===== src/rtl/pixel_frequency_analyzer_pkg.sv =====
// Shared types and helpers for the pixel frequency analyzer.
package pixel_frequency_analyzer_pkg;

  typedef enum logic [1:0] {
    ST_IDLE = 2'd0,
    ST_RUN  = 2'd1,
    ST_DONE = 2'd2
  } state_t;

  // All-ones source; counters slice their own width from it as the saturation ceiling.
  localparam logic [63:0] SAT_ALL_ONES = '1;

  // Ceiling log2, minimum 1 bit, used for channel/read index widths.
  function automatic int idx_width(input int n);
    int r;
    r = 1;
    while ((1 << r) < n) r++;
    return r;
  endfunction

endpackage


===== src/rtl/frequency_channel_counter.sv =====
// One range channel: programmable inclusive [low, high] window and a saturating hit counter.
module frequency_channel_counter
  import pixel_frequency_analyzer_pkg::*;
#(
  parameter int DATA_WIDTH    = 8,
  parameter int COUNTER_WIDTH = 32,
  parameter int CH_ID         = 0
) (
  input  logic                     clk,
  input  logic                     rst_n,
  input  logic                     cfg_we,
  input  logic [DATA_WIDTH-1:0]    cfg_low,
  input  logic [DATA_WIDTH-1:0]    cfg_high,
  input  logic [DATA_WIDTH-1:0]    data,
  input  logic                     sample_en,
  input  logic                     clear,
  output logic [COUNTER_WIDTH-1:0] count
);

  localparam logic [COUNTER_WIDTH-1:0] CNT_MAX = SAT_ALL_ONES[COUNTER_WIDTH-1:0];

  logic [DATA_WIDTH-1:0] low, high;
  logic                  hit;

  // low > high naturally never matches, no special case needed.
  assign hit = sample_en && (data >= low) && (data <= high);

  // Range registers; out of reset each channel matches only its own index.
  always_ff @(posedge clk or negedge rst_n) begin
    if (!rst_n) begin
      low  <= DATA_WIDTH'(CH_ID);
      high <= DATA_WIDTH'(CH_ID);
    end else if (cfg_we) begin
      low  <= cfg_low;
      high <= cfg_high;
    end
  end

  // Saturating hit counter with synchronous clear.
  always_ff @(posedge clk or negedge rst_n) begin
    if (!rst_n)                        count <= '0;
    else if (clear)                    count <= '0;
    else if (hit && count != CNT_MAX)  count <= count + 1'b1;
  end

endmodule


===== src/rtl/pixel_frequency_analyzer.sv =====
// Multi-channel pixel value range counter with run control, auto-stop and a registered read port.
module pixel_frequency_analyzer
  import pixel_frequency_analyzer_pkg::*;
#(
  parameter int DATA_WIDTH    = 8,
  parameter int CHANNEL_COUNT = 3,
  parameter int COUNTER_WIDTH = 32,
  parameter int CH_IDX_W      = idx_width(CHANNEL_COUNT + 1)
) (
  input  logic                     pixel_clock,
  input  logic                     pixel_aresetn,
  input  logic [DATA_WIDTH-1:0]    data,
  input  logic                     data_valid,
  input  logic                     start,
  input  logic                     stop,
  input  logic                     clear,
  input  logic [COUNTER_WIDTH-1:0] sample_limit,
  input  logic                     cfg_we,
  input  logic [CH_IDX_W-1:0]      cfg_channel,
  input  logic [DATA_WIDTH-1:0]    cfg_low,
  input  logic [DATA_WIDTH-1:0]    cfg_high,
  input  logic                     rd_en,
  input  logic [CH_IDX_W-1:0]      rd_addr,
  output logic [COUNTER_WIDTH-1:0] rd_data,
  output logic                     rd_valid,
  output logic                     busy,
  output logic                     irq
);

  localparam logic [COUNTER_WIDTH-1:0] CNT_MAX = SAT_ALL_ONES[COUNTER_WIDTH-1:0];

  state_t                                     state;
  logic [COUNTER_WIDTH-1:0]                   run_samples, run_samples_inc, total, rd_mux;
  logic [CHANNEL_COUNT-1:0][COUNTER_WIDTH-1:0] ch_count;
  logic                                       in_run, sample_en, limit_hit, stop_evt, cfg_ok;

  assign in_run          = (state == ST_RUN);
  // A sample coinciding with clear is dropped.
  assign sample_en       = in_run && data_valid && !clear;
  assign run_samples_inc = (run_samples == CNT_MAX) ? run_samples : run_samples + 1'b1;
  assign limit_hit       = sample_en && (sample_limit != '0) && (run_samples_inc == sample_limit);
  assign stop_evt        = in_run && !clear && (stop || limit_hit);
  // Bounds are frozen while a run is in progress.
  assign cfg_ok          = cfg_we && !in_run;

  generate
    for (genvar c = 0; c < CHANNEL_COUNT; c++) begin : g_ch
      frequency_channel_counter #(
        .DATA_WIDTH   (DATA_WIDTH),
        .COUNTER_WIDTH(COUNTER_WIDTH),
        .CH_ID        (c)
      ) u_ch (
        .clk      (pixel_clock),
        .rst_n    (pixel_aresetn),
        .cfg_we   (cfg_ok && (cfg_channel == CH_IDX_W'(c))),
        .cfg_low  (cfg_low),
        .cfg_high (cfg_high),
        .data     (data),
        .sample_en(sample_en),
        .clear    (clear),
        .count    (ch_count[c])
      );
    end
  endgenerate

  // Run control: clear beats stop/limit, which beat start; also tracks run length and total.
  always_ff @(posedge pixel_clock or negedge pixel_aresetn) begin
    if (!pixel_aresetn) begin
      state       <= ST_IDLE;
      busy        <= 1'b0;
      irq         <= 1'b0;
      run_samples <= '0;
      total       <= '0;
    end else begin
      irq <= 1'b0;
      if (clear) begin
        state       <= ST_IDLE;
        busy        <= 1'b0;
        run_samples <= '0;
        total       <= '0;
      end else if (in_run) begin
        if (data_valid) begin
          run_samples <= run_samples_inc;
          if (total != CNT_MAX) total <= total + 1'b1;
        end
        if (stop_evt) begin
          state <= ST_DONE;
          busy  <= 1'b0;
          irq   <= 1'b1;
        end
      end else if (start) begin
        state       <= ST_RUN;
        busy        <= 1'b1;
        run_samples <= '0;
      end
    end
  end

  // Read select: channels, then the total, anything beyond reads as zero.
  always_comb begin
    rd_mux = '0;
    if (rd_addr == CH_IDX_W'(CHANNEL_COUNT)) rd_mux = total;
    for (int i = 0; i < CHANNEL_COUNT; i++)
      if (rd_addr == CH_IDX_W'(i)) rd_mux = ch_count[i];
  end

  // Registered read port; rd_data holds its last value between reads.
  always_ff @(posedge pixel_clock or negedge pixel_aresetn) begin
    if (!pixel_aresetn) begin
      rd_valid <= 1'b0;
      rd_data  <= '0;
    end else begin
      rd_valid <= rd_en;
      if (rd_en) rd_data <= rd_mux;
    end
  end

endmodule


===== config.mk =====
export PLATFORM = sky130hd
export DESIGN_NAME = pixel_frequency_analyzer
export DESIGN_NICKNAME = d
export VERILOG_FILES = /design/src/rtl/pixel_frequency_analyzer_pkg.sv /design/src/rtl/frequency_channel_counter.sv /design/src/rtl/pixel_frequency_analyzer.sv
export SDC_FILE = /design/constraint.sdc
export NUM_CORES = 1
export LEC_CHECK = 0
export ABC_CLOCK_PERIOD_IN_PS = 3000
export BUFFER_PORTS_ARGS = -buffer_cell sky130_fd_sc_hd__buf_2
export CAP_MARGIN = 20
export CORE_ASPECT_RATIO = 1.4
export CORE_MARGIN = 1.5
export CORE_UTILIZATION = 50
export CTS_CLUSTER_SIZE = 16
export DETAILED_ROUTE_END_ITERATION = 12
export HOLD_SLACK_MARGIN = 0.06
export PLACE_DENSITY_LB_ADDON = 0.1
export SLEW_MARGIN = 20
export SYNTH_ARGS = -nofsm -noshare
export SYNTH_HDL_FRONTEND = slang
export SYNTH_HIERARCHICAL = 1
export SYNTH_SLANG_ARGS = --single-unit

===== constraint.sdc =====
create_clock -name pixel_clock -period 3 [get_ports pixel_clock]
set_input_delay 0.3 -clock pixel_clock [delete_from_list [all_inputs] [get_ports pixel_clock]]
set_output_delay 0.3 -clock pixel_clock [all_outputs]
set_load 0.02 [all_outputs]

==> run metrics <==
routed len/inst=20.4 µm; pwr/cell area=431 nW/µm²; Core Region=30100 µm²; Final Skew=0.0232 ns; Max FO, Critical Path=6; CTS buffer count=27; slowest stage cell, crit path=or4_4; first-pass GRT wire length=71900 µm; largest net degree at the start of global routing=157; Seq/Total Area, Yosys=39.7%; total gr overflow=0; CTS root buf=clkbuf_16; vias=13495; Setup WS post-layout=0.0539 ns; Longest Clk Path Bufs=3; worst r2r path cells=11; MaxCap Viol Count=0; post-DP HPWL=33200 µm; row cnt=75; Hold Path Origin=cfg_channel[0]; most frequent CP cell=nand4_1; critical path endpoint category=flip-flop; R2R setup slack=0.05 ns; overall routed net length=44900 µm; I/O pin cnt=103; final hold vios=0; Placed Cells incl. Taps=2127; WHS Path Cells=4; Synth Area per Inst=9.41 µm²; drt pass-1 iters=5; clk slew on worst S/H paths=0.06 ns; worst hold slack=0.117 ns; final instance area=18100 µm²; Final Cycle Share=98.2%; CTS H-tree depth=1; Die Span Y=211 µm; Starting Density=51.1%; vias in the first global route=13422; Post-synth EDFFs=0; Async S/R FF share, synth=100%; relative slew slack=48.3%; worst vdd ir=0.384 mV; CP max stage delay=0.55 ns; met3 WL post-DR=1590 µm; Pleak=7.87 nW; Data required, critical path=3.46 ns; Die X=151 µm; clock sink count=244; Clock Latency Late Sink=0.57 ns; Cell Area, Synth=15400 µm²; CP top delay family=simple AND/OR/NAND/NOR gates; Crit path depth=11; met2 WL post-DR=23100 µm; fin. max-slew vios=0; startpoint types=flip-flop; Antenna Cells=0; Fmax achieved=0.339 GHz; GR Util All Layers=28.9%; starting DRC count in detailed routing=791; worst setup path class=flip-flop to flip-flop; syn_nets=1757; Yosys cell types=79; initial antenna violation count=0; DP Area=16800 µm²; final worst path period need=2.95 ns; Port Buf Inserts=102; Mapped Cells=1636; Util after Layout=60.2%; Crit Reg-Reg Startpoint=run_samples[1]; CTS tree=done; Setup crit start=run_samples[1]; share of cells above drive strength 1=22.9%; commonest non-fill, non-tap cell in the layout=dfrtp_1; WP data arrival=3.40 ns; measured slew at the worst slew-check pin=0.776 ns; met1 wire length=17700 µm; CP Cell Sequence=ha_2 -> nand4_1 -> or4_4 -> buf_6 -> nor3_4 -> a211oi_2 -> a311o_1 -> nor4_2 -> nand4_1 -> o21ba_1 -> o221a_1; RSZ-0062 raised after global routing=true; DR vias/cell=6.13; pre-CTS setup slack=-0.0507 ns; Syn-to-layout area delta=17.9%; final net count=1918; die area=31900 µm²; Final setup viols=0; RR Endpoint=state[0]; worst path buffer plus inverter count=1; Residual DRC=0; outcome=completed; Syn. warnings=6; gpl congestion=0.930; antenna-violating nets left=0; min-delay worst type=primary input to flip-flop; Yosys reg bits=244; highest metal used=met4; most frequent cells in the layout=235 x dfrtp_1, 127 x nor2_1, 124 x o21ai_0, 114 x nand2_1; non-filler cells, final=2201; Most used DFF post-synth=dfrtp_1; Critical Path Sink=state[0]
==> flip-flops by register name (all words and copies together), names as in the netlist <==
register         count
irq                  1
state                2
g_ch.u_ch/count     96
rd_valid             1
total               32
rd_data             32
run_samples         32
g_ch.u_ch/low       24
g_ch.u_ch/high      24
==> synth_stat cells (5+ instances only) <==
| cell type | count | area [µm²] |
|---|---|---|
| a211oi_1 | 5 | 37.5 |
| a21o_1 | 9 | 67.6 |
| a21oi_1 | 100 | 500 |
| a31o_2 | 5 | 43.8 |
| and2_1 | 10 | 62.6 |
| and3_1 | 45 | 282 |
| and4_1 | 16 | 140 |
| buf_1 | 5 | 18.8 |
| buf_2 | 12 | 60.1 |
| buf_4 | 7 | 52.6 |
| clkbuf_1 | 63 | 236 |
| dfrtp_1 | 240 | 6010 |
| ha_1 | 53 | 663 |
| inv_1 | 69 | 259 |
| mux2_2 | 56 | 631 |
| mux2i_1 | 5 | 50.1 |
| mux4_2 | 32 | 721 |
| nand2_1 | 114 | 428 |
| nand2b_1 | 8 | 50.1 |
| nand3_1 | 80 | 400 |
| nand3_2 | 6 | 60.1 |
| nand4_1 | 76 | 475 |
| nand4_2 | 7 | 87.6 |
| nor2_1 | 128 | 480 |
| nor2b_1 | 29 | 181 |
| nor3_1 | 19 | 95.1 |
| nor3_2 | 5 | 50.1 |
| nor3b_1 | 5 | 37.5 |
| nor4_1 | 22 | 138 |
| o211ai_1 | 7 | 52.6 |
| o21ai_0 | 124 | 621 |
| o31ai_1 | 44 | 330 |
| or3_1 | 27 | 169 |
| or4_1 | 38 | 285 |
| xnor2_1 | 39 | 342 |
| xor2_1 | 37 | 324 |
==> logic make-up (layout without fill, tap and decap cells) <==
group | Yosys count | count (layout) | share of synthesized area, %
xor gates and xnor gates | 76 | 76 | 4.32
muxes | 96 | 96 | 9.32
buffers and inverters | 161 | 341 | 4.28
AOI/OAI and AO/OA | 337 | 337 | 13.3
adders and majority gates | 53 | 53 | 4.31
and+or+nand+nor | 669 | 669 | 24.8
DFF | 244 | 244 | 39.7
==> repair_timing <==
| item | in CTS | in global routing |
|---|---|---|
| hold buffers | 19 | 0 |
| gates resized for setup | 2 | 30 |
| setup endpoints to repair | 2 | 3 |
| buffers inserted | 2 | 5 |
| hold endpoints to repair | 98 | 0 |
| cloned | 0 | 0 |
| pin swaps | 2 | 17 |
==> worst register-to-register path, stage by stage, from the launching register on <==
cell      delay (ns)
dfrtp_1         0.42
ha_2            0.20
nand4_1         0.10
or4_4           0.55
buf_6           0.17
nor3_4          0.19
a211oi_2        0.07
a311o_1         0.28
nor4_2          0.28
nand4_1         0.17
o21ba_1         0.22
o221a_1         0.20
==> power by group <==
group,internal [mW],switching (mW)
logic,0.364,0.575
clock network,1.97,1.42
registers,3.45,0.0469
==> how the worst min path moves through the flow <==
stage | end | slack [ns]
global placement | g_ch[0].u_ch/count[4] | 0.25
detailed placement | g_ch[0].u_ch/count[5] | 0.25
finish | g_ch[2].u_ch/high[2] | 0.12
CTS | g_ch[2].u_ch/high[2] | 0.09
floorplan | g_ch[0].u_ch/count[0] | 0.004
global route | state[1] | 0.13
==> routing by layer <==
| layer | global-route usage [%] | up-vias |
|---|---|---|
| li1 | - | 6374 |
| met1 | 34.7 | 6618 |
| met2 | 50.7 | 369 |
| met3 | 2.90 | 134 |
| met4 | 15.0 | 0 |
| met5 | 0 | - |
==> final cells by class <==
class                      count  area [µm²]
inverter                      69         259
fill                        2611       12000
clock buffer                  39         811
multi-input combinational   1231        8780
sequential                   244        6120
timing repair buffer         224        1590
clock inverter                 9        95.1
tap                          385         482
==> per-stage QoR <==
step           setup TNS, ns  total power [mW]
6_report                   0              7.82
5_1_grt              -0.0533              8.17
4_1_cts                    0              7.91
3_5_place_dp         -0.0507              4.48
3_3_place_gp               0              4.45
2_1_floorplan              0              4.11
Note: power is estimated with default switching activity, not from simulation.
